**src/rtl/multiword_adder_seq.sv**
```systemverilog
// Sequential multiword adder: adds two W = N*K bit operands one N-bit slice
// per cycle through a single N-bit adder, with valid/ready handshakes on both
// the request and the result side.
module multiword_adder_seq #(
    parameter int unsigned N = 4,
    parameter int unsigned K = 4
) (
    input  logic           clk,
    input  logic           rst,
    input  logic           in_valid,
    output logic           in_ready,
    input  logic [N*K-1:0] a,
    input  logic [N*K-1:0] b,
    input  logic           cin,
    output logic           out_valid,
    input  logic           out_ready,
    output logic [N*K-1:0] sum,
    output logic           cout,
    output logic           ovf,
    output logic           busy
);

    localparam int unsigned W  = N * K;
    // Wide enough to hold K, so the increment on the final slice cannot wrap.
    localparam int unsigned IW = (K > 1) ? $clog2(K + 1) : 1;
    localparam logic [IW-1:0] LastIdx = IW'(K - 1);

    typedef enum logic [1:0] {
        StIdle,
        StAdd,
        StDone
    } state_t;

    state_t        state_q, state_d;
    logic [IW-1:0] idx_q, idx_d;
    logic          carry_q, carry_d;
    logic [W-1:0]  a_q, a_d;
    logic [W-1:0]  b_q, b_d;
    logic [W-1:0]  sum_q, sum_d;
    logic          cout_q, cout_d;
    logic          ovf_q, ovf_d;

    logic [N-1:0]  slice_a;
    logic [N-1:0]  slice_b;
    logic [N:0]    slice_res;

    // The one N-bit adder: current slice of the latched operands plus carry.
    always_comb begin
        slice_a   = a_q[idx_q*N +: N];
        slice_b   = b_q[idx_q*N +: N];
        slice_res = {1'b0, slice_a} + {1'b0, slice_b} + {{N{1'b0}}, carry_q};
    end

    // Next-state logic: accept in IDLE, one slice per cycle in ADD, hold in DONE.
    always_comb begin
        state_d = state_q;
        idx_d   = idx_q;
        carry_d = carry_q;
        a_d     = a_q;
        b_d     = b_q;
        sum_d   = sum_q;
        cout_d  = cout_q;
        ovf_d   = ovf_q;
        unique case (state_q)
            StIdle: begin
                if (in_valid) begin
                    a_d     = a;
                    b_d     = b;
                    carry_d = cin;
                    idx_d   = '0;
                    state_d = StAdd;
                end
            end
            StAdd: begin
                sum_d[idx_q*N +: N] = slice_res[N-1:0];
                carry_d             = slice_res[N];
                idx_d               = idx_q + 1'b1;
                if (idx_q == LastIdx) begin
                    cout_d  = slice_res[N];
                    // sum_d already carries the final slice, so its MSB is the result sign.
                    ovf_d   = (a_q[W-1] == b_q[W-1]) & (sum_d[W-1] != a_q[W-1]);
                    state_d = StDone;
                end
            end
            StDone: begin
                if (out_ready) begin
                    state_d = StIdle;
                end
            end
            default: state_d = StIdle;
        endcase
    end

    // State register with synchronous reset taking priority over everything.
    always_ff @(posedge clk) begin
        if (rst) begin
            state_q <= StIdle;
            idx_q   <= '0;
            carry_q <= 1'b0;
            a_q     <= '0;
            b_q     <= '0;
            sum_q   <= '0;
            cout_q  <= 1'b0;
            ovf_q   <= 1'b0;
        end else begin
            state_q <= state_d;
            idx_q   <= idx_d;
            carry_q <= carry_d;
            a_q     <= a_d;
            b_q     <= b_d;
            sum_q   <= sum_d;
            cout_q  <= cout_d;
            ovf_q   <= ovf_d;
        end
    end

    assign in_ready  = (state_q == StIdle);
    assign out_valid = (state_q == StDone);
    assign busy      = (state_q == StAdd);
    assign sum       = sum_q;
    assign cout      = cout_q;
    assign ovf       = ovf_q;

endmodule
```
**config.mk**
```make
export PLATFORM = sky130hd
export DESIGN_NAME = multiword_adder_seq
export DESIGN_NICKNAME = d
export VERILOG_FILES = /design/src/rtl/multiword_adder_seq.sv
export SDC_FILE = /design/constraint.sdc
export NUM_CORES = 1
export LEC_CHECK = 0
export CORE_UTILIZATION = 56
export CTS_BUF_LIST = sky130_fd_sc_hd__clkbuf_16
export DETAILED_ROUTE_END_ITERATION = 10
export DONT_BUFFER_PORTS = 1
export PLACE_DENSITY = 0.74
export SYNTH_ARGS = -nofsm -noshare
export SYNTH_HDL_FRONTEND = slang
export SYNTH_SLANG_ARGS = --single-unit
```
**constraint.sdc**
```tcl
create_clock -name clk -period 2.8 [get_ports clk]
set_input_delay 0.7 -clock clk [delete_from_list [all_inputs] [get_ports clk]]
set_output_delay 0.7 -clock clk [all_outputs]
set_load 0.03 [all_outputs]
```
* After elaboration in Yosys (flattened, before gate mapping)
Index checks and enable logic that the tools add are counted.
W data, S select, Z words.
** Word-level totals
- Memory bits (writable) :: 0
- Output and inout port bits :: 21
- Bits in read-only memories :: 0
- Word-level logic and storage cells :: 40
- Input port bits :: 37
- Latch bits :: 0
- Register bits after elaboration :: 56
- Memories kept :: 0
** Operators by class
- Divide/modulo/power cells :: 0
- Eq/ne operators :: 8
- Shifts and indexed selects :: 4
- Reductions and logical operators :: 6
- Bitwise logic cells :: 1
- Multiplexer cells :: 9
- Multipliers :: 0
- Order comparisons :: 0
- Add/sub/neg operators :: 4
** Operators with widths (count)
- $neg A5 Y34 :: 1
- $shift A4 B34 Y16 const A :: 1
- $shiftx A4 B34 Y16 :: 1
- $shiftx A16 B6 Y4 :: 2
- $bwmux W16 :: 1
- $mux W2 :: 3
- $pmux W2 S3 :: 1
- $pmux W3 S2 :: 1
- $reduce_and A2 Y1 :: 3
- $add A4 B4 Y5 :: 1
- $add A5 B1 Y5 :: 1
- $ne A2 B1 Y1 const B :: 2
- $add A3 B1 Y3 const B :: 1
- $eq A3 B2 Y1 const B :: 1
- $mux W3 :: 1
- $reduce_and A3 Y1 :: 1
- $eq A2 B1 Y1 const B :: 1
- $eq A2 B2 Y1 const B :: 1
- $logic_not A2 Y1 :: 1
- $ne A2 B2 Y1 const B :: 1
- $pmux W1 S2 :: 1
- $reduce_bool A2 Y1 :: 1
- $and A1 B1 Y1 :: 1
- $eq A1 B1 Y1 :: 1
- other kinds (2) :: 2

* Logic depth before layout (Yosys ltp)
- Depth in word-level cells :: 7
- Gate-level depth with buffers :: 12
- Mapped depth without buffers :: 10

* Least setup slack after synthesis
Ideal clock, no wire load.
- Kind :: register to register
- Start point :: reg idx_q[0]
- End point :: reg carry_q
- Stages on the path, launching flop included :: 13
- Arrival :: 2.607 ns
- Setup time :: 0.128 ns
- Clock period less this slack :: 2.735 ns
- Path buffers :: 2
- Data required time :: 2.672 ns
- Setup slack :: 0.065 ns
- Path through :: dfxtp_1 buf_2 buf_6 mux4_2 nand2_1 fa_1 inv_1 fa_1 a21o_2 a21oi_1 nor2_1 a221oi_1 nor2_1
** On the way
- Cells in the longest elaborated chain, start to end :: 4
- Elaborated cells on any way between the ends :: 5
- Those cells by class :: add/sub: 2; shift: 2; mux: 1
** Ends and longest elaborated chain
- from (decl) :: RTL line 35 : logic [IW-1:0] idx_q, idx_d;
- from (signal assigned) :: RTL line 107 : idx_q <= idx_d;
- $shiftx A16 B6 Y4 (on tied branches) :: RTL line 49, 50
- $add A4 B4 Y5 (*) :: RTL line 51 : slice_res = {1'b0, slice_a} + {1'b0, slice_b} + {{N{1'b0}}, carry_q};
- $add A5 B1 Y5 (*) :: RTL line 51
- $pmux W1 S2 (*) :: RTL line 64 : unique case (state_q)
- to (signal assigned) :: RTL line 108 : carry_q <= carry_d;
- to (decl) :: RTL line 36 : logic carry_q, carry_d;
Mark *: on every way between the ends. The rest lies on a longest branch, timed or not.
A chain may end at the register's enable or synchronous reset.

* Worst setup path after layout
- Start point :: reg idx_q[0]
- End point :: reg ovf_q (netlist: ovf)
** On the way
- Cells in the longest elaborated chain, start to end :: 7
- Elaborated cells on any way between the ends :: 12
- Those cells by class :: add/sub: 3; eq/ne: 2; shift: 4; mux: 1; bitwise: 1; reduce/logical: 1
** Ends and longest elaborated chain
- $shiftx A16 B6 Y4 (on tied branches) :: RTL line 49, 50
- $add A4 B4 Y5 :: RTL line 51
- $add A5 B1 Y5 :: RTL line 51
- $shiftx A4 B34 Y16 :: RTL line 75 : sum_d[idx_q*N +: N] = slice_res[N-1:0];
- $bwmux W16 :: RTL line 75
- $ne A1 B1 Y1 :: RTL line 81 : ovf_d = (a_q[W-1] == b_q[W-1]) & (sum_d[W-1] != a_q[W-1]);
- $and A1 B1 Y1 :: RTL line 81
- to (signal assigned) :: RTL line 113 : ovf_q <= ovf_d;
- to (decl) :: RTL line 41 : logic ovf_q, ovf_d;
Several ways; a longest one is shown, not always the timed one.

==> results_dict.tcl <==
set metrics [dict create \
    total_power_mw 1.65 \
    grt_overflow_total 0 \
    clkTransAtPathRegs_ns 0.06 \
    placed_area_um2 2620 \
    critPathCaptureType "flop" \
    period_share_pct 95.5 \
    tightest_slew_ns 0.616 \
    reg2reg_from "idx_q[0]" \
    die_h_um 69.9 \
    antenna_cells 0 \
    maxCapViolations 0 \
    critical_path.max_stage_delay_ns 0.48 \
    async_reset_ff_share_pct 0 \
    leakage_nw 1.09 \
    gp_congestion 0.799 \
    syn2layout_area_growth_pct 7.41 \
    synth_area_leaders "dfxtp_1, nand2_1, a21oi_1" \
    worstPathMaxFanout 8 \
    cts_made_buffers 5 \
    netlist_area_um2 2580 \
    synth-seq-cells 56 \
    syn-num-nets 350 \
    grt_max_degree 57 \
    synth_edf_count 0 \
    portBuffers 0 \
    grtUsageMet3_pct 5.19 \
    hold_viol 0 \
    clock_skew_ns 0.00367 \
    fin_nets 345 \
    antenna_left 0 \
    netlist_instances 301 \
    start_kind "flop" \
    synth_cell_type_count 37 \
    ys.flop_type "dfxtp_1" \
    cts_sinks 56 \
    outcome "completed" \
    utilization_pct 63.3 \
    dieArea_um2 4890 \
    pre_cts_slack_ns 0.0797 \
    num_io_pins 58 \
    insertion_delay_ns 0.28 \
    vias 1996 \
    regToRegSetupSlack_ns 0.13 \
    r2r_end "ovf" \
    hold_path.class "reg -> reg" \
    slew_viol_final 0 \
    setup.worst_path.end "ovf" \
    htreeDepth 2 \
    syn_avg_cell_area_um2 8.59 \
    finalCriticalPeriod_ns 2.67 \
    drt_iter0_drc 159 \
    fin_hold_ws_ns 0.447 \
    placementRows 24 \
    max_freq_mhz 374 \
    placedCellCount 341 \
    crit_type "reg -> reg" \
    arrival_ns 2.85 \
    worstPathBufferInverterCount 1 \
    antenna_found_initial 0 \
    r2r_cells 9 \
    yosys-top-cells-count "nand2_1, dfxtp_1, a21oi_1, nor2_1, clkbuf_1" \
    grt_pass1_wl_um 8470 \
    ys_seq_area_share_pct 43.4 \
    gr-usage-all-layers_pct 22.1 \
    path_cells "buf_12 > mux4_2 > and2_1 > ha_1 > and3b_1 > or3_4 > a32oi_2 > mux2i_1 > nor3_2" \
    drt-pass1-iter-count 4 \
    tritoncts "yes" \
    yosysTopAreaCell "dfxtp_1" \
    wl_per_cell_um 14.4 \
    grtUsageMet1_pct 30.0 \
    setup_ws_ns 0.126 \
    vias_per_cell 5.72 \
    cellPowerDensity_nw_per_um2 595 \
    yosys.area.top_type_share_pct 43.4 \
    tns_ns 0 \
    grt_pass1_vias 1803 \
    initial_core_util_pct 59.0 \
    crit_cells 9 \
    grt_busiest_layer "met2" \
    slowest_stage "mux4_2" \
    fillers 392 \
    ctsRootBufferMaster "clkbuf_16" \
    drt-total-wl_um 5010 \
    yosysMostFrequentCell "nand2_1" \
    worst_path_dominant_cell_family "simple AND/OR/NAND/NOR gates" \
    peakVddDrop_uv 381 \
    core_um2 4380 \
    final_area_um2 2780 \
    die_width_um 69.9 \
    drc_errors 0 \
    yosysWarnings 0 \
    clockBufferDepth 2 \
    setup_viol 0 \
    required_ns 2.98 \
    dpl.hpwl_um 3550 \
    final_layout_size_suffix_gt1_share_pct 11.1 \
    hold_buffers 0 \
    slew_headroom_pct 58.9 \
    critPathLaunch "idx_q[0]" \
    grt_use_met2_pct 34.9 \
    fin_cells 349 \
]
## cell families (layout without fill, tap and decap cells)
logic type	Yosys count	after routing	synth area share [%]
AND/OR/NAND/NOR	135	135	23.6
AO/OA/AOI/OAI	58	58	12.7
flip-flops	56	56	43.4
buffers and inverters	27	23	5.03
adder cells (fa/ha/maj)	12	12	6.39
multiplexers	12	12	8.52
XOR/XNOR	1	1	0.339
## worst reg2reg max path, stage by stage (launching register included)
cell     delay (ns)
dfxtp_2        0.36
buf_12         0.14
mux4_2         0.48
and2_1         0.21
ha_1           0.30
and3b_1        0.18
or3_4          0.37
a32oi_2        0.22
mux2i_1        0.24
nor3_2         0.06
## per-layer routing
metal	up-vias	routed length (um)
met3	6	269
met2	53	2430
met4	0	68
li1	1003	-
met1	934	2240
met5	-	0
## state kept, by name, summed over array words and instances, names as in the netlist
register,cells
idx_q,3
state_q,2
ovf,1
b_q,16
a_q,16
carry_q,1
sum,16
cout,1
## timing repair
action / 4_1_cts / 5_1_grt
buffers inserted: 0 / 0
resized for setup: 0 / 4
endpoints found under the setup margin: 0 / 3
## worst min path at each step
stage,start,to,slack [ns],cells after the start
floorplan,a_q[10],a_q[10],0.43,2
global placement,b_q[13],b_q[13],0.44,2
detailed placement,b_q[13],b_q[13],0.44,2
CTS,b_q[13],b_q[13],0.45,2
global route,a_q[12],a_q[12],0.46,2
finish,b_q[13],b_q[13],0.45,2
## placed cells by master, fill, tap and decap left out, types with 2 or more instances in the layout
| cell | count |
|---|---|
| a21o_2 | 2 |
| mux2i_1 | 4 |
| nor2_1 | 27 |
| and3_1 | 2 |
| o21ai_0 | 2 |
| clkbuf_16 | 5 |
| nand3_1 | 8 |
| a21oi_1 | 44 |
| nand2_1 | 77 |
| nor3_1 | 2 |
| nand2b_1 | 2 |
| nand4_1 | 2 |
| inv_1 | 9 |
| buf_4 | 6 |
| ha_1 | 9 |
| and2_1 | 7 |
| a22oi_1 | 5 |
| mux4_2 | 8 |
| dfxtp_1 | 55 |
| fa_1 | 2 |
## layout make-up
| cell class | count | area, um2 | share of cell area (%) |
|---|---|---|---|
| inverter | 8 | 31.3 | 1.13 |
| multi-input combinational | 218 | 1360 | 48.9 |
| tap | 52 | 65.1 | 2.34 |
| clock buffer | 5 | 125 | 4.51 |
| sequential | 56 | 1120 | 40.4 |
| timing repair buffer | 7 | 65.1 | 2.34 |
| clock inverter | 3 | 11.3 | 0.406 |
## where the power goes
| part | switching (mW) | internal, mW |
|---|---|---|
| logic | 0.124 | 0.0943 |
| clock network | 0.251 | 0.322 |
| registers | 0.0286 | 0.832 |
| total | 0.404 | 1.25 |
No activity file was read; power rests on OpenSTA's default activity.
